**src/rtl/decode_pkg.sv**
```systemverilog
// Shared RV32I decode constants, stored-entry layout and queue state type.
// Latency: none (declarations only).
// Backpressure: not applicable.
package decode_pkg;

    // ALU operation codes carried with each decoded entry
    localparam logic [4:0] ALU_LUI   = 5'b00000;
    localparam logic [4:0] ALU_AUIPC = 5'b00001;
    localparam logic [4:0] ALU_ADD   = 5'b00010;
    localparam logic [4:0] ALU_BEQ   = 5'b00011;
    localparam logic [4:0] ALU_BNE   = 5'b00100;
    localparam logic [4:0] ALU_BLT   = 5'b00101;
    localparam logic [4:0] ALU_BGE   = 5'b00110;
    localparam logic [4:0] ALU_BLTU  = 5'b00111;
    localparam logic [4:0] ALU_BGEU  = 5'b01000;
    localparam logic [4:0] ALU_SLT   = 5'b01001;
    localparam logic [4:0] ALU_SLTU  = 5'b01010;
    localparam logic [4:0] ALU_XOR   = 5'b01011;
    localparam logic [4:0] ALU_OR    = 5'b01100;
    localparam logic [4:0] ALU_AND   = 5'b01101;
    localparam logic [4:0] ALU_SLL   = 5'b01110;
    localparam logic [4:0] ALU_SRL   = 5'b01111;
    localparam logic [4:0] ALU_SRA   = 5'b10000;
    localparam logic [4:0] ALU_SUB   = 5'b10001;
    localparam logic [4:0] ALU_FENCE = 5'b10010;
    localparam logic [4:0] ALU_ILL   = 5'b11111;

    // Immediate format selectors
    localparam logic [2:0] IMM_U    = 3'b000;
    localparam logic [2:0] IMM_J    = 3'b001;
    localparam logic [2:0] IMM_I    = 3'b010;
    localparam logic [2:0] IMM_B    = 3'b011;
    localparam logic [2:0] IMM_S    = 3'b100;
    localparam logic [2:0] IMM_NONE = 3'b101;

    // Major opcodes
    localparam logic [6:0] OPC_LUI    = 7'b0110111;
    localparam logic [6:0] OPC_AUIPC  = 7'b0010111;
    localparam logic [6:0] OPC_JAL    = 7'b1101111;
    localparam logic [6:0] OPC_JALR   = 7'b1100111;
    localparam logic [6:0] OPC_BRANCH = 7'b1100011;
    localparam logic [6:0] OPC_LOAD   = 7'b0000011;
    localparam logic [6:0] OPC_STORE  = 7'b0100011;
    localparam logic [6:0] OPC_OPIMM  = 7'b0010011;
    localparam logic [6:0] OPC_OP     = 7'b0110011;
    localparam logic [6:0] OPC_MISC   = 7'b0001111;
    localparam logic [6:0] OPC_SYSTEM = 7'b1110011;

    localparam logic [6:0] F7_BASE = 7'b0000000;
    localparam logic [6:0] F7_ALT  = 7'b0100000;

    typedef enum logic [1:0] {
        ST_RUN    = 2'd0,
        ST_DRAIN  = 2'd1,
        ST_HALTED = 2'd2
    } state_e;

    typedef struct packed {
        logic [4:0]  alu_op;
        logic [2:0]  immsel;
        logic [31:0] imm;
        logic [4:0]  rd;
        logic [4:0]  rs1;
        logic [4:0]  rs2;
    } entry_t;

endpackage

```
**src/rtl/decode_queue_if.sv**
```systemverilog
// Instruction-in / decoded-entry-out handshake bundle for decode_queue.
// Latency: none (wires only).
// Backpressure: valid/ready on both sides; the consumer stalls the queue via out_ready.
interface decode_queue_if #(
    parameter int PC_W = 32
);
    logic            in_valid;
    logic            in_ready;
    logic [31:0]     in_instr;
    logic [PC_W-1:0] in_pc;

    logic            out_valid;
    logic            out_ready;
    logic [4:0]      out_alu_op;
    logic [2:0]      out_immsel;
    logic [31:0]     out_imm;
    logic [4:0]      out_rd;
    logic [4:0]      out_rs1;
    logic [4:0]      out_rs2;
    logic [PC_W-1:0] out_pc;
    logic            out_illegal;

    // Decoder side
    modport slave (
        input  in_valid, in_instr, in_pc, out_ready,
        output in_ready, out_valid, out_alu_op, out_immsel, out_imm,
               out_rd, out_rs1, out_rs2, out_pc, out_illegal
    );

    // Fetch / execute side
    modport master (
        output in_valid, in_instr, in_pc, out_ready,
        input  in_ready, out_valid, out_alu_op, out_immsel, out_imm,
               out_rd, out_rs1, out_rs2, out_pc, out_illegal
    );
endinterface

```
**src/rtl/imm_gen.sv**
```systemverilog
// Builds the sign-extended 32-bit immediate for the selected RV32I format.
// Latency: purely combinational.
// Backpressure: none.
module imm_gen
    import decode_pkg::*;
(
    input  logic [31:0] instr_i,
    input  logic [2:0]  immsel_i,
    output logic [31:0] imm_o
);
    // Opcode bits never feed an immediate
    logic unused_opcode;
    assign unused_opcode = ^instr_i[6:0];

    // Format mux; non-immediate formats yield zero
    always_comb begin
        imm_o = 32'h0;
        case (immsel_i)
            IMM_U: imm_o = {instr_i[31:12], 12'h000};
            IMM_J: imm_o = {{12{instr_i[31]}}, instr_i[19:12], instr_i[20],
                            instr_i[30:21], 1'b0};
            IMM_I: imm_o = {{20{instr_i[31]}}, instr_i[31:20]};
            IMM_B: imm_o = {{20{instr_i[31]}}, instr_i[7], instr_i[30:25],
                            instr_i[11:8], 1'b0};
            IMM_S: imm_o = {{20{instr_i[31]}}, instr_i[31:25], instr_i[11:7]};
            default: imm_o = 32'h0;
        endcase
    end
endmodule

```
**src/rtl/decode_queue.sv**
```systemverilog
// RV32I decoder feeding a DEPTH-entry FIFO; SYSTEM opcodes drain the queue and halt.
// Latency: 1 cycle from accept to out_valid; no combinational in-to-out path.
// Backpressure: in_ready drops when full (even if popping) or once draining/halted.
// Build option DECODE_ILLEGAL_EN: enqueue unrecognised encodings flagged illegal.
module decode_queue
    import decode_pkg::*;
#(
    parameter  int DEPTH = 2,
    parameter  int PC_W  = 32,
    localparam int CW    = $clog2(DEPTH) + 1
) (
    input  logic           clk,
    input  logic           rst,
    decode_queue_if.slave  io,
    output logic           halt,
    output logic [CW-1:0]  count
);
    localparam int          AW   = $clog2(DEPTH);
    localparam logic [CW-1:0] FULL = CW'(DEPTH);

    logic [6:0] opcode;
    logic [2:0] f3;
    logic [6:0] f7;
    assign opcode = io.in_instr[6:0];
    assign f3     = io.in_instr[14:12];
    assign f7     = io.in_instr[31:25];

    logic [4:0]  d_alu;
    logic [2:0]  d_immsel;
    logic        d_legal;
    logic        d_fence;
    logic [31:0] gen_imm;
    entry_t      d_entry;

    // Opcode/funct decode; anything not matched stays ALU_ILL / IMM_NONE
    always_comb begin
        d_alu    = ALU_ILL;
        d_immsel = IMM_NONE;
        d_legal  = 1'b0;
        d_fence  = 1'b0;
        case (opcode)
            OPC_LUI:   begin d_alu = ALU_LUI;   d_immsel = IMM_U; d_legal = 1'b1; end
            OPC_AUIPC: begin d_alu = ALU_AUIPC; d_immsel = IMM_U; d_legal = 1'b1; end
            OPC_JAL:   begin d_alu = ALU_ADD;   d_immsel = IMM_J; d_legal = 1'b1; end
            OPC_JALR: if (f3 == 3'b000) begin
                d_alu = ALU_ADD; d_immsel = IMM_I; d_legal = 1'b1;
            end
            OPC_BRANCH: begin
                d_legal = 1'b1;
                case (f3)
                    3'b000:  d_alu = ALU_BEQ;
                    3'b001:  d_alu = ALU_BNE;
                    3'b100:  d_alu = ALU_BLT;
                    3'b101:  d_alu = ALU_BGE;
                    3'b110:  d_alu = ALU_BLTU;
                    3'b111:  d_alu = ALU_BGEU;
                    default: d_legal = 1'b0;
                endcase
                if (d_legal) d_immsel = IMM_B;
            end
            OPC_LOAD: if (f3 != 3'b011 && f3 != 3'b110 && f3 != 3'b111) begin
                d_alu = ALU_ADD; d_immsel = IMM_I; d_legal = 1'b1;
            end
            OPC_STORE: if (f3 <= 3'b010) begin
                d_alu = ALU_ADD; d_immsel = IMM_S; d_legal = 1'b1;
            end
            OPC_OPIMM: begin
                d_legal = 1'b1;
                case (f3)
                    3'b000: d_alu = ALU_ADD;
                    3'b010: d_alu = ALU_SLT;
                    3'b011: d_alu = ALU_SLTU;
                    3'b100: d_alu = ALU_XOR;
                    3'b110: d_alu = ALU_OR;
                    3'b111: d_alu = ALU_AND;
                    3'b001: if (f7 == F7_BASE) d_alu = ALU_SLL; else d_legal = 1'b0;
                    default: begin
                        if (f7 == F7_BASE)     d_alu = ALU_SRL;
                        else if (f7 == F7_ALT) d_alu = ALU_SRA;
                        else                   d_legal = 1'b0;
                    end
                endcase
                if (d_legal) d_immsel = IMM_I;
                else         d_alu    = ALU_ILL;
            end
            OPC_OP: begin
                d_legal = 1'b1;
                if (f7 == F7_ALT) begin
                    if (f3 == 3'b000)      d_alu = ALU_SUB;
                    else if (f3 == 3'b101) d_alu = ALU_SRA;
                    else                   d_legal = 1'b0;
                end else if (f7 == F7_BASE) begin
                    case (f3)
                        3'b000:  d_alu = ALU_ADD;
                        3'b001:  d_alu = ALU_SLL;
                        3'b010:  d_alu = ALU_SLT;
                        3'b011:  d_alu = ALU_SLTU;
                        3'b100:  d_alu = ALU_XOR;
                        3'b101:  d_alu = ALU_SRL;
                        3'b110:  d_alu = ALU_OR;
                        default: d_alu = ALU_AND;
                    endcase
                end else begin
                    d_legal = 1'b0;
                end
                if (!d_legal) d_alu = ALU_ILL;
            end
            OPC_MISC: if (f3 == 3'b000) begin
                d_alu = ALU_FENCE; d_immsel = IMM_I; d_legal = 1'b1; d_fence = 1'b1;
            end
            default: ;
        endcase
    end

    imm_gen u_imm_gen (
        .instr_i  (io.in_instr),
        .immsel_i (d_immsel),
        .imm_o    (gen_imm)
    );

    // Pack the decoded fields; FENCE carries an I-format slot with a zero immediate
    always_comb begin
        d_entry        = '0;
        d_entry.alu_op = d_alu;
        d_entry.immsel = d_immsel;
        d_entry.imm    = d_fence ? 32'h0 : gen_imm;
        d_entry.rd     = io.in_instr[11:7];
        d_entry.rs1    = io.in_instr[19:15];
        d_entry.rs2    = io.in_instr[24:20];
    end

    state_e          state_q, state_d;
    logic [AW-1:0]   wr_ptr_q, wr_ptr_d, rd_ptr_q, rd_ptr_d;
    logic [CW-1:0]   count_q, count_d;
    entry_t          mem_q [DEPTH];
    logic [PC_W-1:0] pc_q  [DEPTH];
    logic            accept, is_system, push, pop;

    assign is_system = (opcode == OPC_SYSTEM);
    assign accept    = io.in_valid && io.in_ready;
    assign pop       = io.out_valid && io.out_ready;
`ifdef DECODE_ILLEGAL_EN
    assign push      = accept && !is_system;
`else
    // Unrecognised encodings are swallowed: accepted but never stored
    assign push      = accept && !is_system && d_legal;
`endif

    // FSM state register
    always_ff @(posedge clk or posedge rst) begin
        if (rst) state_q <= ST_RUN;
        else     state_q <= state_d;
    end

    // FSM next state: SYSTEM accepted in RUN drains; an empty queue in DRAIN halts for good
    always_comb begin
        state_d = state_q;
        case (state_q)
            ST_RUN:   if (accept && is_system) state_d = ST_DRAIN;
            ST_DRAIN: if (count_q == '0)       state_d = ST_HALTED;
            default:  state_d = ST_HALTED;
        endcase
    end

    // FSM outputs: input handshake gated by fullness and run state
    always_comb begin
        io.in_ready = (count_q < FULL) && (state_q == ST_RUN);
        halt        = (state_q == ST_HALTED);
    end

    // Pointer and occupancy next state; pointers wrap naturally at power-of-two DEPTH
    always_comb begin
        wr_ptr_d = push ? wr_ptr_q + AW'(1) : wr_ptr_q;
        rd_ptr_d = pop  ? rd_ptr_q + AW'(1) : rd_ptr_q;
        count_d  = count_q;
        if (push && !pop)      count_d = count_q + CW'(1);
        else if (!push && pop) count_d = count_q - CW'(1);
    end

    // FIFO storage and pointers
    always_ff @(posedge clk or posedge rst) begin
        if (rst) begin
            wr_ptr_q <= '0;
            rd_ptr_q <= '0;
            count_q  <= '0;
            for (int i = 0; i < DEPTH; i++) begin
                mem_q[i] <= '0;
                pc_q[i]  <= '0;
            end
        end else begin
            wr_ptr_q <= wr_ptr_d;
            rd_ptr_q <= rd_ptr_d;
            count_q  <= count_d;
            if (push) begin
                mem_q[wr_ptr_q] <= d_entry;
                pc_q[wr_ptr_q]  <= io.in_pc;
            end
        end
    end

`ifdef DECODE_ILLEGAL_EN
    logic ill_q [DEPTH];

    // Illegal flag travels alongside each stored entry
    always_ff @(posedge clk or posedge rst) begin
        if (rst) begin
            for (int i = 0; i < DEPTH; i++) ill_q[i] <= 1'b0;
        end else if (push) begin
            ill_q[wr_ptr_q] <= !d_legal;
        end
    end
    assign io.out_illegal = ill_q[rd_ptr_q];
`else
    assign io.out_illegal = 1'b0;
`endif

    assign io.out_valid  = (count_q != '0);
    assign io.out_alu_op = mem_q[rd_ptr_q].alu_op;
    assign io.out_immsel = mem_q[rd_ptr_q].immsel;
    assign io.out_imm    = mem_q[rd_ptr_q].imm;
    assign io.out_rd     = mem_q[rd_ptr_q].rd;
    assign io.out_rs1    = mem_q[rd_ptr_q].rs1;
    assign io.out_rs2    = mem_q[rd_ptr_q].rs2;
    assign io.out_pc     = pc_q[rd_ptr_q];
    assign count         = count_q;
endmodule

```
**src/flat_wrapper.sv**
```systemverilog
// flat-port wrapper written by rule: the top's interface ports become plain ports
module decode_queue_flat import decode_pkg::*;
#(
    parameter  int DEPTH = 2,
    parameter  int PC_W  = 32,
    localparam int CW    = $clog2(DEPTH) + 1
)
  (clk, rst, halt, count, io_in_valid, io_in_instr, io_in_pc, io_out_ready, io_in_ready, io_out_valid, io_out_alu_op, io_out_immsel, io_out_imm, io_out_rd, io_out_rs1, io_out_rs2, io_out_pc, io_out_illegal);
  decode_queue_if #(.PC_W(PC_W)) io_i ();
  input  logic clk;
  input  logic rst;
  output logic halt;
  output logic [CW-1:0] count;
  input wire logic [$bits(io_i.in_valid)-1:0] io_in_valid;
  input wire logic [$bits(io_i.in_instr)-1:0] io_in_instr;
  input wire logic [$bits(io_i.in_pc)-1:0] io_in_pc;
  input wire logic [$bits(io_i.out_ready)-1:0] io_out_ready;
  output wire logic [$bits(io_i.in_ready)-1:0] io_in_ready;
  output wire logic [$bits(io_i.out_valid)-1:0] io_out_valid;
  output wire logic [$bits(io_i.out_alu_op)-1:0] io_out_alu_op;
  output wire logic [$bits(io_i.out_immsel)-1:0] io_out_immsel;
  output wire logic [$bits(io_i.out_imm)-1:0] io_out_imm;
  output wire logic [$bits(io_i.out_rd)-1:0] io_out_rd;
  output wire logic [$bits(io_i.out_rs1)-1:0] io_out_rs1;
  output wire logic [$bits(io_i.out_rs2)-1:0] io_out_rs2;
  output wire logic [$bits(io_i.out_pc)-1:0] io_out_pc;
  output wire logic [$bits(io_i.out_illegal)-1:0] io_out_illegal;
  assign io_i.in_valid = io_in_valid;
  assign io_i.in_instr = io_in_instr;
  assign io_i.in_pc = io_in_pc;
  assign io_i.out_ready = io_out_ready;
  assign io_in_ready = io_i.in_ready;
  assign io_out_valid = io_i.out_valid;
  assign io_out_alu_op = io_i.out_alu_op;
  assign io_out_immsel = io_i.out_immsel;
  assign io_out_imm = io_i.out_imm;
  assign io_out_rd = io_i.out_rd;
  assign io_out_rs1 = io_i.out_rs1;
  assign io_out_rs2 = io_i.out_rs2;
  assign io_out_pc = io_i.out_pc;
  assign io_out_illegal = io_i.out_illegal;
  decode_queue #(.DEPTH(DEPTH), .PC_W(PC_W)) u_core (.clk(clk), .rst(rst), .io(io_i), .halt(halt), .count(count));
endmodule
```
**config.mk**
```make
export PLATFORM = sky130hd
export DESIGN_NAME = decode_queue_flat
export DESIGN_NICKNAME = d
export VERILOG_FILES = /design/src/rtl/decode_pkg.sv /design/src/rtl/decode_queue_if.sv /design/src/rtl/imm_gen.sv /design/src/rtl/decode_queue.sv /design/src/flat_wrapper.sv
export SDC_FILE = /design/constraint.sdc
export NUM_CORES = 1
export LEC_CHECK = 0
export ABC_CLOCK_PERIOD_IN_PS = 5530
export CORE_MARGIN = 2
export CORE_UTILIZATION = 31
export DETAILED_ROUTE_END_ITERATION = 16
export SKIP_CTS_REPAIR_TIMING = 1
export SLEW_MARGIN = 20
export SYNTH_ARGS = -nofsm -noshare
export SYNTH_HDL_FRONTEND = slang
export SYNTH_SLANG_ARGS = --single-unit
export TNS_END_PERCENT = 1
```
**constraint.sdc**
```tcl
create_clock -name clk -period 5.53 [get_ports clk]
set_input_delay 1.106 -clock clk [delete_from_list [all_inputs] [get_ports clk]]
set_output_delay 1.106 -clock clk [all_outputs]
set_load 0.02 [all_outputs]
```
Yosys cells after proc, flatten, opt, wreduce, memory -nomap -nowiden
Cells that the tools add are included.
{"block": "word_totals", "wordCells": 144, "out_inout_bits": 93, "inputBits": 68, "ff_bits": 180}
{"block": "op_classes", "order_cmp": 5, "addsub": 4, "eq_ne": 30, "reduce_logical": 27, "muxes": 58, "bitwise": 2}
{"operator": "55-bit two-way mux", "count": 4}
{"operator": "32-bit two-way mux", "count": 5}
{"operator": "32-bit one-hot mux with 5 select lines", "count": 1}
{"operator": "110-bit bitwise mux", "count": 1}
{"operator": "64-bit bitwise mux", "count": 1}
{"operator": "55-bit demux with 1-bit select", "count": 1}
{"operator": "5-bit two-way mux", "count": 10}
{"operator": "5-bit one-hot mux with 10 select lines", "count": 1}
{"operator": "5-bit one-hot mux with 7 select lines", "count": 1}
{"operator": "32-bit demux with 1-bit select", "count": 1}
{"operator": "5-bit one-hot mux with 6 select lines", "count": 1}
{"operator": "7-bit by 6-bit == test with 1-bit output, second input constant", "count": 4}
{"operator": "7-bit == test, second input constant", "count": 4}
{"operator": "4-bit one-hot mux with 7 select lines", "count": 1}
{"operator": "3-bit one-hot mux with 7 select lines", "count": 1}
{"operator": "3-bit == test, second input constant", "count": 5}
{"operator": "1-bit two-way mux", "count": 15}
{"operator": "7-bit by 5-bit == test with 1-bit output, second input constant", "count": 2}
{"operator": "3-bit by 2-bit == test with 1-bit output, second input constant", "count": 4}
{"operator": "3-bit two-way mux", "count": 4}
{"operator": "4-bit two-way mux", "count": 3}
{"operator": "6-bit OR reduction", "count": 2}
{"operator": "1-bit logical AND", "count": 11}
{"operator": "2-bit two-way mux", "count": 4}
{"operator": "other kinds (27)", "count": 39}

Depth between registers and ports, before layout
Gate-level depths: netlist of the first run.
{"block": "depth", "ltp_word": 11, "depth_mapped": 9}

Hierarchy
A second synthesis of the first run with hierarchy kept.
{"block": "unflattened", "hier_cells": 882, "area_unflattened_um2": 9733.1}
{"module": "decode_queue", "cells_each": 803, "area_per_inst_um2": 9027.4, "n_inst": 1, "seq_area_each_um2": 4504.3}
{"module": "imm_gen", "cells_each": 79, "area_per_inst_um2": 705.7, "n_inst": 1, "seq_area_each_um2": 0.0}

Worst setup path before layout of the first run
OpenSTA, ideal clock, no wires.
{"block": "synth_timing", "path_type": "input-to-reg", "startpoint": "input port io_in_instr[2]", "endpoint": "register u_core.pc_q[10] (netlist bit)", "setup_time_ps": 125, "path_buffers": 3, "cell_stages": 8, "arrival_ps": 2882, "setup_slack_ps": 2523, "cell_sequence": "buf_2 and4b_1 and3_1 a311oi_1 a311o_1 buf_6 buf_6 mux2_4"}
{"block": "synth_between", "elab_chain_cells": 4, "elab_cells_between_ends": 17}
{"item": "start, declared", "line_no": "flat_wrapper.sv:15", "rtl": "input wire logic [$bits(io_i.in_instr)-1:0] io_in_instr;"}
{"item": "7-bit by 6-bit == test with 1-bit output, or another cell as far along", "line_no": "decode_queue.sv:41", "rtl": "case (opcode)"}
{"item": "3-bit OR reduction (no line), or another cell as far along"}
{"item": "1-bit one-hot mux with 7 select lines / 1-bit logical AND (equally long branches)", "line_no": "decode_queue.sv:41, decode_queue.sv:146"}
{"item": "1-bit logical AND (*)", "line_no": "decode_queue.sv:146", "rtl": "assign push = accept && !is_system && d_legal;"}
{"item": "end signal, assigned by index", "line_no": "decode_queue.sv:196", "rtl": "pc_q[wr_ptr_q] <= io.in_pc;"}
{"item": "end, declared", "line_no": "decode_queue.sv:136", "rtl": "logic [PC_W-1:0] pc_q [DEPTH];"}
Mark *: on every way between the ends. The rest lies on a longest branch, timed or not.
A chain may end at the register's enable or synchronous reset.

Final worst setup path of the first run
{"block": "layout_timing", "startpoint": "input port io_in_instr[12]", "endpoint": "register u_core.mem_q[64] (netlist bit)"}
{"block": "layout_between", "elab_chain_cells": 7, "elab_cells_between_ends": 29}
{"item": "branches (longest 5 deep; another with 6-bit OR reduction)"}
{"item": "1-bit one-hot mux with 7 select lines (*)", "line_no": "decode_queue.sv:41"}
{"item": "1-bit logical AND (*)", "line_no": "decode_queue.sv:146"}
{"item": "end signal, assigned by index", "line_no": "decode_queue.sv:195", "rtl": "mem_q[wr_ptr_q] <= d_entry;"}
{"item": "end, declared", "line_no": "decode_queue.sv:135", "rtl": "entry_t mem_q [DEPTH];"}
Mark *: on every way between the ends. The select of a mux whose other input is x is not followed.

==> results.md, run 1 <==
| Metric | This run |
| --- | --- |
| Result of the run | finished clean |
| Upper clock frequency limit | 246.0 MHz |
| Sum of overflow across all layers after global routing | 0 |
| Arrival @ worst endpoint | 4.38 ns |
| DIE WIDTH | 174.9 um |
| Global-route track usage on met3 | 0.02829 |
| Cell taking the most area after synthesis | sky130_fd_sc_hd__dfrtp_1 |
| Clock Skew | 0.01311 ns |
| Average routed wire per standard cell | 18.06 um |
| Final instance area | 11600 um^2 |
| Clk sinks | 180 |
| Final max-slew violation count | 0 |
| Sequential-to-total area share from yosys stat | 0.4972 |
| Maximum capacitance violations | 0 |
| Ratio of total power to cell area | 234.0 nW/um^2 |
| Total via count after detailed routing | 6492 |
| Slew at the pin closest to its max-slew limit | 0.7497 ns |
| Instance area at placement | 10980 um^2 |
| Start point of the worst min-delay path | u_core.mem_q[36] |
| Total of fill cells in the finished design | 2787 |
| FF-to-FF End | u_core.pc_q[33] |
| Number of different library cells in the post-synthesis netlist | 67 |
| Vert. Die Dim | 174.9 um |
| First-pass iteration count of the detailed router | 5 |
| GRT Max-Usage Layer | met2 |
| Logic depth of the worst register-to-register path | 6 |
| Core footprint | 28700 um^2 |
| Count of mapped cells out of synthesis | 779 |
| Remaining routing DRC violations | 0 |
| Number of ports placed on the die boundary | 161 |
| Fraction of final layout cells with drive strength greater than 1 | 0.2532 |
| Number of nets in the synthesized netlist | 848 |
| Critical Path RT | 5.85 ns |
| Number of synthesized register bits | 180 |
| Clock tree from TritonCTS | done |
| Startpoint of the lowest-slack register-to-register path | u_core.count[1] |
| Die Outline Area | 30610 um^2 |
| Initial core utilization | 0.3156 |
| Number of buffers added on ports | 159 |
| Met2 usage in global routing | 0.2457 |
| Tot GR Track Use | 0.1575 |
| Min-delay worst type | flop to flop |
| Setup crit start kind | input port |
| Nature of the critical path endpoint | flop |
| Critical path class | input port to flop |
| Post-Route Setup TNS | 0 ns |
| Setup slack of the worst register-to-register path | 3.08 ns |
| Cell Rows | 62 |
| Cell depth of the worst min-delay path | 2 |
| Net total in the final layout | 980 |
| DR iter-0 viols | 471 |
| Leading post-synthesis cells by cell area | sky130_fd_sc_hd__dfrtp_1 50%, sky130_fd_sc_hd__mux2_2 17%, sky130_fd_sc_hd__mux2_4 5.8% |
| Hold Path End | u_core.mem_q[36] |
| Wire length of the first global-routing pass | 37760 um |
| Mapped Area | 9059 um^2 |
| Synth async-reset ratio | 1.000 |
| Most instantiated cells after synthesis | 180 x sky130_fd_sc_hd__dfrtp_1, 136 x sky130_fd_sc_hd__mux2_2, 97 x sky130_fd_sc_hd__nand2_1 |
| Clock-pin transition on the worst setup and hold timing paths | 0.07 ns |
| Share of the synthesized area in the top cell type | 0.4972 |
| Number of buffers added by the clock tree synthesis step | 17 |
| Leakage power of the design | 5.230 nW |
| Critical path peak fanout | 29 |
| GR Util met1 | 0.2263 |
| Largest net degree at the start of global routing | 181 |
| Warning count from the yosys run | 0 |
| Post-synthesis area per instance | 11.63 um^2 |
| Initial antenna violation count | 0 |
| Average vias per placed instance | 4.960 |
| Share of the cycle needed by the critical path after routing | 0.7351 |
| Final Hold Viols | 0 |
| EDFF count, synth | 0 |
| Tmin final | 4.065 ns |
| Most frequent cell after synthesis | sky130_fd_sc_hd__dfrtp_1 |
| Total wire length | 23650 um |
| Final setup vio count | 0 |
| Deepest level of the CTS H-tree | 4 |
| Gpl congestion | 0.8549 |
| Half-perimeter wire length of the detailed placement result | 15850 um |
| Setup repair after global routing missed its margin | false |
| Max_slew headroom | 0.4984 |
| Clock tree root driver cell | sky130_fd_sc_hd__clkbuf_16 |
| Main synth FF type | sky130_fd_sc_hd__dfrtp_1 |
| Via count of the first global-routing pass | 6593 |
| Clock latency on the worst-skew pair | 0.44 ns |
| Antenna Violating Nets Remaining | 0 |
| CTS Buffer Depth | 2 |
| Maximum ir drop on the vdd rail | 0.0001467 V |
| Area growth from synthesis to layout | 28.09% |
-- state kept, by name, summed over array words and instances, names as in the netlist --
register / flops
u_core.mem_q: 110
u_core.pc_q: 64
u_core.count: 2
u_core.state_q: 2
u_core.rd_ptr_q: 1
u_core.wr_ptr_q: 1
-- cell families after synthesis --
| family | synth area share |
|---|---|
| compound gates | 0.1155 |
| xor+xnor | 0.006768 |
| fa+ha+maj | 0.001381 |
| buf+inv | 0.03743 |
| flops | 0.4972 |
| mux | 0.2394 |
| other cells | 0.0004140 |
| simple gates | 0.1019 |
-- per-stage QoR --
step                      worst slack (ns)  instances  power [mW]  hold slack, ns  utilization
after floorplan                      2.115        779       1.417          0.4429            -
after global placement               1.126       1275       1.505          0.4555       0.3826
after detailed placement             1.019       1275       1.505          0.4604       0.3826
after CTS                            1.475       1307       2.745          0.4766       0.4032
after global routing                 1.245       1308       2.822          0.4929       0.4042
final                                1.465       1309       2.715          0.4725       0.4043
-- worst max path at each step --
stage	start	endpoint	slack, ns	depth (start not counted)
after floorplan	rst	u_core.count[0]	2.12	1
after global placement	io_in_instr[3]	u_core.pc_q[33]	1.13	7
after detailed placement	io_in_instr[12]	u_core.mem_q[64]	1.02	7
after CTS	io_in_instr[12]	u_core.mem_q[64]	1.47	7
after global routing	io_in_instr[14]	u_core.mem_q[63]	1.24	7
final	io_in_instr[12]	u_core.mem_q[64]	1.46	7
-- where the power goes --
part / switching (mW) / total (mW) / leakage, nW / internal [mW]
Clock: 0.592 / 1.24 / 0.286 / 0.643
Sequential: 0 / 1.32 / 2.50 / 1.32
Combinational: 0.0985 / 0.164 / 2.45 / 0.0657
-- final cells by class --
type                            instances  area (um^2)  share of cell area
Timing Repair Buffer                  173         1767              0.1523
Multi-Input combinational cell        532         4224              0.3640
Sequential cell                       180         4508              0.3885
Inverter                                7        30.03            0.002588
Clock buffer                           17        425.4             0.03666
Tap cell                              384        480.5             0.04141
Antenna cell                            1        2.502           0.0002157
Clock inverter                         15        166.4             0.01434
-- placed cells by master, fill, tap and decap left out, types with 9 or more instances in the layout --
master and n:
sky130_fd_sc_hd__mux2_2 136, sky130_fd_sc_hd__dfrtp_1 179, sky130_fd_sc_hd__o21ai_0 33, sky130_fd_sc_hd__mux2_4 35, sky130_fd_sc_hd__nor2_1 21, sky130_fd_sc_hd__nand2_1 97, sky130_fd_sc_hd__clkbuf_16 17, sky130_fd_sc_hd__o31ai_1 42
sky130_fd_sc_hd__buf_4 9, sky130_fd_sc_hd__a21oi_1 28, sky130_fd_sc_hd__mux2_1 9, sky130_fd_sc_hd__clkdlybuf4s50_1 159, sky130_fd_sc_hd__o21ai_1 15
-- routing by layer --
layer,part of all wire,up-vias
met2,0.47,168
li1,-,3076
met5,0,-
met1,0.48,3229
met3,0.043,19
met4,0.012,0
-- critical path, cell delays in order --
cell and delay [ns]:
sky130_fd_sc_hd__clkdlybuf4s50_1 0.90, sky130_fd_sc_hd__inv_1 0.20, sky130_fd_sc_hd__a311oi_1 0.52, sky130_fd_sc_hd__o211a_1 0.28, sky130_fd_sc_hd__a311o_2 0.63, sky130_fd_sc_hd__buf_4 0.37, sky130_fd_sc_hd__mux2_2 0.36
Note: power is estimated with default switching activity, not from simulation.
==> inputs of run 2 (changes only) <==
--- a/config.mk
+++ b/config.mk
@@ -5,7 +5,7 @@
 export SDC_FILE = /design/constraint.sdc
 export NUM_CORES = 1
 export LEC_CHECK = 0
-export ABC_CLOCK_PERIOD_IN_PS = 5530
+export ABC_CLOCK_PERIOD_IN_PS = 4000
 export CORE_MARGIN = 2
 export CORE_UTILIZATION = 31
 export DETAILED_ROUTE_END_ITERATION = 16
==> constraint.sdc (replaced) <==
create_clock -name clk -period 4 [get_ports clk]
set_input_delay 0.8 -clock clk [delete_from_list [all_inputs] [get_ports clk]]
set_output_delay 0.8 -clock clk [all_outputs]
set_load 0.02 [all_outputs]
==> results.md, run 2 (synthesis results as in run 1) <==
| Metric | This run | vs previous |
| --- | --- | --- |
| Reported net switching power | 964.0 uW | +40% |
| Clock tree from TritonCTS | done |  |
| Initial core utilization | 0.3156 | unchanged |
| Reg area | 4508 um^2 | unchanged |
| Share of the cycle needed by the critical path after routing | 0.8835 |  |
| Crit path largest cell delay | 0.92 ns | +0.02 ns |
| Tmin final | 3.534 ns |  |
| Critical path buffer and inverter count | 2 | -1 |
| Wire length of the first global-routing pass | 36920 um | -2.2% |
| Switching share of power | 0.2588 | +0.004306 |
| Upper clock frequency limit | 283.0 MHz |  |
| Crit path cell chain | buf_4 -> mux2_2 -> clkdlybuf4s50_1 |  |
| CTS Buffer Depth | 2 | unchanged |
| Post-layout utilization of the core | 0.4092 | +0.004926 |
| Startpoint of the lowest-slack register-to-register path | u_core.count[1] |  |
| DIE WIDTH | 174.9 um | unchanged |
| Post-Route Setup TNS | 0 ns | unchanged |
| Largest registers in the final layout | u_core.mem_q (110), u_core.pc_q (64) |  |
| Top Family by Delay on Critical Path | buffers and inverters |  |
| Maximum capacitance violations | 0 | unchanged |
| Maximum ir drop on the vdd rail | 0.0002151 V | +47% |
| Sum of overflow across all layers after global routing | 0 | unchanged |
| Clock tree root driver cell | sky130_fd_sc_hd__clkbuf_16 |  |
| Comb power frac | 0.065 | +0.005 |
| Instance area at placement | 11120 um^2 | +1.2% |
| Clk sinks | 180 | unchanged |
| Net total in the final layout | 998 | +1.8% |
| Vert. Die Dim | 174.9 um | unchanged |
| Slew at the pin closest to its max-slew limit | 0.7842 ns | +0.03448 ns |
| Initial antenna violation count | 0 | unchanged |
| Final setup vio count | 0 | unchanged |
| Critical Path RT | 3.20 ns | -2.65 ns |
| Remaining routing DRC violations | 0 | unchanged |
| Leakage power of the design | 5.324 nW | +1.8% |
| Commonest non-fill, non-tap cell in the layout | sky130_fd_sc_hd__dfrtp_1 |  |
| Max_slew headroom | 0.4772 | -0.02114 |
| Top reg by flops | u_core.mem_q |  |
| Clock-pin transition on the worst setup and hold timing paths | 0.07 ns | about the same |
| Dpl ws | 0.2344 ns | -0.7848 ns |
| Number of buffers added by the clock tree synthesis step | 17 | unchanged |
| Hold Path End | u_core.mem_q[86] |  |
| Multi-input gate area | 4224 um^2 | unchanged |
| Most used cells in the layout excluding fill and tap cells | 179 x sky130_fd_sc_hd__dfrtp_1, 159 x sky130_fd_sc_hd__clkdlybuf4s50_1, 136 x sky130_fd_sc_hd__mux2_2 |  |
| Critical path peak fanout | 51 | +76% |
| Final max-slew violation count | 0 | unchanged |
| Critical path class | flop to output port |  |
| Antenna Violating Nets Remaining | 0 | unchanged |
| Setup repair after global routing missed its margin | false |  |
| Via count of the first global-routing pass | 6454 | -2.1% |
| Die Outline Area | 30610 um^2 | unchanged |
| Cell depth of the worst min-delay path | 2 | unchanged |
| Core footprint | 28700 um^2 | unchanged |
| Ratio of total power to cell area | 317.2 nW/um^2 | +36% |
| Result of the run | finished clean |  |
| Clock network fraction of design power | 0.447 | -0.008 |
| Clock latency on the worst-skew pair | 0.43 ns | about the same |
| Flip-flop count of the largest register after layout | 110 | unchanged |
| Start point of the worst min-delay path | u_core.mem_q[86] |  |
| Average routed wire per standard cell | 17.55 um | -2.9% |
| Gpl congestion | 0.8759 | +2.5% |
| Largest net degree at the start of global routing | 181 | unchanged |
| Total power | 3.725 mW | +37% |
| DR iter-0 viols | 584 | +24% |
| Total via count after detailed routing | 6521 | +0.45% |
| FF-to-FF End | u_core.pc_q[38] |  |
| Setup crit start kind | flop |  |
| Final instance area | 11750 um^2 | +1.2% |
| Arrival @ worst endpoint | 2.73 ns | -1.65 ns |
| Total wire length | 23290 um | -1.5% |
| Logic depth of the worst register-to-register path | 6 | unchanged |
| Area growth from synthesis to layout | 29.65% |  |
| Worst Setup Slack, final | 0.4659 ns | -0.9990 ns |
| Number of buffers added on ports | 159 | unchanged |
| Min-delay worst type | flop to flop |  |
| Fraction of final layout cells with drive strength greater than 1 | 0.2675 | +0.01427 |
| Share of power burned in registers | 0.488 | +0.004 |
| Nature of the critical path endpoint | output port |  |
| Average vias per placed instance | 4.914 | -0.92% |
| Slowest stage cell on the critical path | sky130_fd_sc_hd__dfrtp_4 |  |
| First-pass iteration count of the detailed router | 5 | unchanged |
| Setup slack of the worst register-to-register path | 1.64 ns | -1.44 ns |
| Number of ports placed on the die boundary | 161 | unchanged |
| Clock Skew | 0.01137 ns | -0.001741 ns |
| Half-perimeter wire length of the detailed placement result | 15660 um | -1.2% |
| Total of fill cells in the finished design | 2826 | +1.4% |
| Final Hold Viols | 0 | unchanged |
| Tot GR Track Use | 0.1534 | -0.004104 |
| Cell Rows | 62 | unchanged |
| Critical path depth in cells | 3 | -4 |
| Deepest level of the CTS H-tree | 4 | unchanged |
| Int Pwr | 2.761 mW | +36% |
run 2: cell count changes in the layout (fill, tap and decap cells not counted):
cell and change:
sky130_fd_sc_hd__clkinv_8 +4, sky130_fd_sc_hd__buf_4 +18, sky130_fd_sc_hd__inv_8 -2, sky130_fd_sc_hd__inv_6 +1
sky130_fd_sc_hd__bufinv_16 -1, sky130_fd_sc_hd__clkinvlp_4 -2
run 2: how the worst max path moves through the flow:
stage | startpoint | end | slack (ns)
after floorplan | rst | u_core.count[0] | 0.89
after global placement | io_in_instr[12] | u_core.pc_q[37] | 0.29
after detailed placement | io_in_instr[12] | u_core.pc_q[36] | 0.23
after CTS | u_core.rd_ptr_q | io_out_imm[19] | 0.43
after global routing | u_core.rd_ptr_q | io_out_imm[30] | 0.35
final | u_core.rd_ptr_q | io_out_imm[26] | 0.47
run 2: per-stage QoR:
step | std cells | hold WS (ns)
after floorplan | 779 | 0.4429
after global placement | 1293 | 0.4548
after detailed placement | 1293 | 0.4606
after CTS | 1325 | 0.4790
after global routing | 1326 | 0.4961
final | 1327 | 0.4727
run 2: cell type report:
type	instances	share of cell area
clock inverter	15	0.01470
tap	384	0.04091
multi-input combinational	532	0.3596
clock buffer	17	0.03622
inverter	7	0.002557
antenna	1	0.0002131
sequential	180	0.3838
timing repair buffer	191	0.1619
run 2: layer usage:
metal  track usage  vias to the layer above  wire length, um
li1              -                     3111                -
met1        0.2240                     3241            11280
met2        0.2327                      149            10690
met3       0.02720                       20              981
met4       0.04410                        0              333
met5             0                        -                0
run 2: power by group through the flow:
stage,clock network [mW],logic (mW),registers (mW)
after floorplan,0,0.104,1.85
after global placement,0,0.241,1.85
after detailed placement,0,0.241,1.85
after CTS,1.73,0.241,1.82
after global routing,1.81,0.265,1.82
final,1.67,0.242,1.82
run 2: worst register-to-register path, delay by kind of cell (launching register included):
family / cells / cell delay (ns)
flops: 1 / 0.43
mux: 1 / 0.44
compound gates: 2 / 0.83
simple gates: 2 / 0.20
buf+inv: 1 / 0.36
==> edit 1, RTL diff (flow settings as in run 1) <==
`DEPTH` is set to 2 in 2 places; all go to 8.
--- a/src/rtl/decode_queue.sv
+++ b/src/rtl/decode_queue.sv
@@ -6,5 +6,5 @@
     import decode_pkg::*;
 #(
-    parameter  int DEPTH = 2,
+    parameter  int DEPTH = 8,
     parameter  int PC_W  = 32,
     localparam int CW    = $clog2(DEPTH) + 1
--- a/src/flat_wrapper.sv
+++ b/src/flat_wrapper.sv
@@ -2,5 +2,5 @@
 module decode_queue_flat import decode_pkg::*;
 #(
-    parameter  int DEPTH = 2,
+    parameter  int DEPTH = 8,
     parameter  int PC_W  = 32,
     localparam int CW    = $clog2(DEPTH) + 1
Ports: changed (resized count); port bits go from 161 to 163. No check against the original RTL was run, so the function may have changed too.
==> edit 1 against run 1 <==
Combinational power up 87%. Sequential power rose to 3.9 times the old value. Core utilization down 4.0 points. Clock power rose to 4.2 times the old value. Sequential cell count up 528. Final area rose to 3.3 times the old value. Routed wire length rose to 4.0 times the old value. Die area rose to 3.6 times the old value. Sequential share of layout area up 7.4 points. Maximum frequency down 12%. Area after synthesis rose to 3.6 times the old value. Worst setup slack worse by 0.53 ns. Clock skew up 0.021 ns. Total power rose to 3.9 times the old value. Critical endpoint is now io_out_immsel[0].
==> edit 1: results (changes against run 1) <==
[status]
status=completed

[placed_design]
pre_cts_slack_ns=0.549  ; -0.470 ns
io_buffers=161  ; +1.3%
gp_congestion=0.804  ; -6.0%
dp_hpwl_um=56700  ; +260%

[critical_path]
rrSetupSlack_ns=2.39  ; -0.69 ns
cp_max_fo=26  ; -10%
worstPathArrival_ns=3.49  ; -0.89 ns
regToRegEndpoint=u_core.mem_q[153]
reg2reg_from=u_core.state_q[0]
slowest_stage=dfrtp_4
rr_worst_depth=8  ; +2
critPathMaxStageDelay_ns=0.78  ; -0.12 ns

[timing]
final.setup_skew_ns=0.0342  ; +0.0211 ns
slew_headroom=0.299  ; -0.200
whs_ns=0.460  ; -0.0125 ns

[global_route]
grt_pass1_wl_um=146000  ; +290%
grt_pass1_vias=23196  ; +250%
antenna_found_initial=4  ; +4
grt_max_degree=160  ; -12%
gr-usage-all-layers=0.176  ; +0.0181

[final_layout]
largest-register=u_core.mem_q
final_layout_size_suffix_gt1_frac=0.163  ; -0.0905
largest_register_ffs=440  ; +300%

[logic_synthesis]
netlist_top_cells_count=nand2_1 (1328), dfrtp_1 (708), mux4_2 (174), o21ai_0 (169), mux2_2 (139)
yosysWarnings=0  ; unchanged
synthDistinctLibCells=68  ; +1.5%
netlist_instances=3221  ; +310%
seq_area_frac_synth=0.538  ; +0.0412
synth.area.top_cells=dfrtp_1 (54%), nand2_1 (15%), mux4_2 (12%)
syn_nets=3295  ; +290%

[power_and_ir_drop]
p_leak_nw=18.1  ; +250%
netSwitchingFraction=0.230  ; -0.0247
peakVddDrop_v=0.000198  ; +35%
pwr-share-clk=0.485  ; +0.030
p_comb_frac=0.029  ; -0.031

[detailed_routing]
drt_pre_antenna_iters=5  ; unchanged
wl_per_cell_um=20.2  ; +12%
wl_um=95100  ; +300%
viasPerCell=4.92  ; -0.73%
first_iter_violations=1752  ; +270%

[clock_tree]
cts_buffers=77  ; +60
clk_latency_ns=0.65  ; +0.21 ns
h-tree-depth=3  ; -1
cts_buffer_depth=3  ; +1

[min_path]
whs_endpoint=u_core.mem_q[57]
min-delay-start=u_core.mem_q[57]

-- edit 1: final cells by class --
type / instances / area, um2
fill: 10377 / 66900
sequential: 708 / 17700
multi-input combinational: 2235 / 13900
timing repair buffer: 223 / 2400
clock buffer: 110 / 2240
tap: 1391 / 1740
clock inverter: 30 / 275
inverter: 6 / 26.3
-- edit 1: metal layers --
metal,GRT usage,routed length [um]
met1,0.239,42000
met3,0.0281,5210
met2,0.290,45400
met5,0,33
met4,0.0515,2510
-- edit 1: worst max-delay path by stage --
stage | slack (ns) | start | end | cells after the start
after floorplan | -5.27 | rst | u_core.count[0] | 1
after global placement | 0.58 | io_in_instr[5] | u_core.count[3] | 14
after detailed placement | 0.55 | io_in_instr[5] | u_core.count[3] | 14
after CTS | 0.80 | u_core.rd_ptr_q[0] | io_out_immsel[0] | 4
after global routing | 0.72 | u_core.rd_ptr_q[0] | io_out_immsel[0] | 4
final | 0.93 | u_core.rd_ptr_q[0] | io_out_immsel[0] | 4
-- edit 1: kinds of logic after synthesis --
kind of cell	after synthesis	share of synthesized area
multiplexers	313	0.167
flip-flops	708	0.538
AO/OA/AOI/OAI	356	0.0583
adder cells (fa/ha/maj)	6	0.00251
AND/OR/NAND/NOR	1548	0.191
buffers and inverters	278	0.0403
other	1	0.000114
XOR/XNOR	11	0.00293
-- edit 1: through the flow --
| stage | power (W) | util | cell area, um2 |
|---|---|---|---|
| finish | 0.0106 | 0.364 | 38300 |
| global route | 0.0110 | 0.364 | 38300 |
| CTS | 0.0108 | 0.364 | 38300 |
| detailed placement | 0.00559 | 0.340 | 35800 |
| global placement | 0.00559 | 0.340 | 35800 |
| floorplan | 0.00546 | - | 32900 |
==> edit 2, RTL diff (settings of run 1) <==
Without the edit above. The 3 states of `state_e` get a one-hot encoding in 3 bits.
--- a/src/rtl/decode_pkg.sv
+++ b/src/rtl/decode_pkg.sv
@@ -50,8 +50,8 @@
     localparam logic [6:0] F7_ALT  = 7'b0100000;
 
-    typedef enum logic [1:0] {
-        ST_RUN    = 2'd0,
-        ST_DRAIN  = 2'd1,
-        ST_HALTED = 2'd2
+    typedef enum logic [2:0] {
+        ST_RUN    = 3'b001,
+        ST_DRAIN  = 3'b010,
+        ST_HALTED = 3'b100
     } state_e;
 
Behaviour: same outputs for any inputs over 4 cycles, from zero or initial values and one cycle with rst high; so few cycles prove little.
==> edit 2 against run 1 <==
First-iteration DRC count is 11% higher. Area after synthesis barely moved. Hold slack got worse by 0.010 ns. Sequential cell count grew 1. Routed wire length is 6.7% higher. Global-route usage grew 0.70 points. Critical path depth up 2. Worst setup slack lost 0.21 ns. Non-clock buffer count increased by 3. Synthesized cell count increased by 31%. Final area is 0.19% higher. Critical path type unchanged.
Power is not compared: it rests on default switching activity, and its combinational part moved more than twofold at a synthesized area within 25%.
==> edit 2: results (changes against run 1) <==
[critical_path]
cp_max_fo=49  ; +69%
reg2reg_from=u_core.state_q[0]
rrSetupSlack_ns=2.31  ; -0.77 ns
crit_start=io_in_instr[14]
worstPathArrival_ns=4.63  ; +0.25 ns
crit_end=u_core.mem_q[38]
rr_worst_depth=8  ; +2

[logic_synthesis]
synthDistinctLibCells=61  ; -9.0%
synth.area.top_cells=dfrtp_1 (50%), nand2_1 (16%), mux2_2 (11%)
async_flop_share=1.00  ; unchanged
synth-main-ff-cell=dfrtp_1
netlist_top_cells_count=nand2_1 (378), dfrtp_1 (180), mux2_2 (87), o21ai_0 (55), nor2_1 (53)
syn_nets=1088  ; +28%
netlist_instances=1019  ; +31%
seq_area_frac_synth=0.501  ; +0.00332

[detailed_routing]
vias=7488  ; +15%
first_iter_violations=523  ; +11%
wl_um=25200  ; +6.7%

[power_and_ir_drop]
peakVddDrop_v=0.000207

[final_layout]
final_layout_size_suffix_gt1_frac=0.132  ; -0.121
final_cells=1545  ; +18%
nNetsFinal=1217  ; +24%
fill_cells=2839  ; +1.9%
num_antenna_cells=0  ; -1
largestRegisters=u_core.mem_q: 110 flops, u_core.pc_q: 64 flops, u_core.state_q: 3 flops

[min_path]
whs_endpoint=u_core.pc_q[60]
min-delay-start=u_core.pc_q[60]

[placed_design]
placed_area_mm2=0.0110  ; +0.26%
placed_cells=1513  ; +19%
pre_cts_slack_ns=0.877  ; -0.142 ns
gp_congestion=0.925  ; +8.2%
dp_hpwl_um=17200  ; +8.5%

[clock_tree]
cts_buffers=17  ; unchanged
clk_latency_ns=0.43

[timing]
slew_headroom=0.347  ; -0.152
whs_ns=0.462  ; -0.0102 ns
fin_crit_ns=4.28  ; +0.211 ns
final.setup_skew_ns=0.0177  ; +0.00457 ns

[status]
status=completed

[global_route]
grt_pass1_vias=7263  ; +10%
gr-usage-all-layers=0.165  ; +0.00699
grt_max_degree=116  ; -36%
grt_pass1_wl_um=40100  ; +6.3%

## edit 2: changes by cell type after synthesis, moves of 10 or more
cell,before,now
a21oi_1,28,45
buf_2,25,12
clkbuf_1,22,40
mux2_2,136,87
mux2_4,35,0
nand2_1,97,378
nand2b_1,7,17
nor2_1,21,53
o21ai_0,33,55
o31ai_1,42,4
## edit 2: cell type report
| type | count | area, um2 | area share |
|---|---|---|---|
| sequential | 181 | 4530 | 0.390 |
| multi-input combinational | 765 | 4200 | 0.361 |
| timing repair buffer | 176 | 1770 | 0.152 |
| tap | 384 | 480 | 0.0413 |
| clock buffer | 20 | 447 | 0.0384 |
| clock inverter | 12 | 169 | 0.0145 |
| inverter | 7 | 30.0 | 0.00258 |
## edit 2: critical path, stage by stage
cell	delay (ns)
clkdlybuf4s50_1	0.86
inv_1	0.21
a2111oi_4	0.62
a311oi_1	0.16
nand3_1	0.18
and3_2	0.86
buf_4	0.42
nor2_1	0.08
a21oi_1	0.11
## edit 2: cell families (layout without fill, tap and decap cells)
kind of cell | count (synthesis) | in the layout | synth area share
buf+inv | 73 | 215 | 0.0386
simple gates | 507 | 507 | 0.237
compound gates | 164 | 164 | 0.109
xor+xnor | 5 | 5 | 0.00484
flops | 181 | 181 | 0.501
mux | 87 | 87 | 0.108
fa+ha+maj | 1 | 1 | 0.00138
other cells | 1 | 1 | 0.000414
## edit 2: power breakdown
group	internal (W)	leakage, nW	total [W]	switching [W]
registers	0.00138	2.50	0.00148	0.000103
clock network	0.000735	0.299	0.00127	0.000536
logic	0.000300	2.60	0.000596	0.000296
total	0.00241	5.40	0.00335	0.000935
## edit 2: routing by layer
metal	vias up	GRT usage	routed length, um
met5	-	0	0
met4	0	0.0451	350
met3	21	0.0285	1330
met2	223	0.258	11900
met1	3590	0.235	11700
li1	3654	-	-
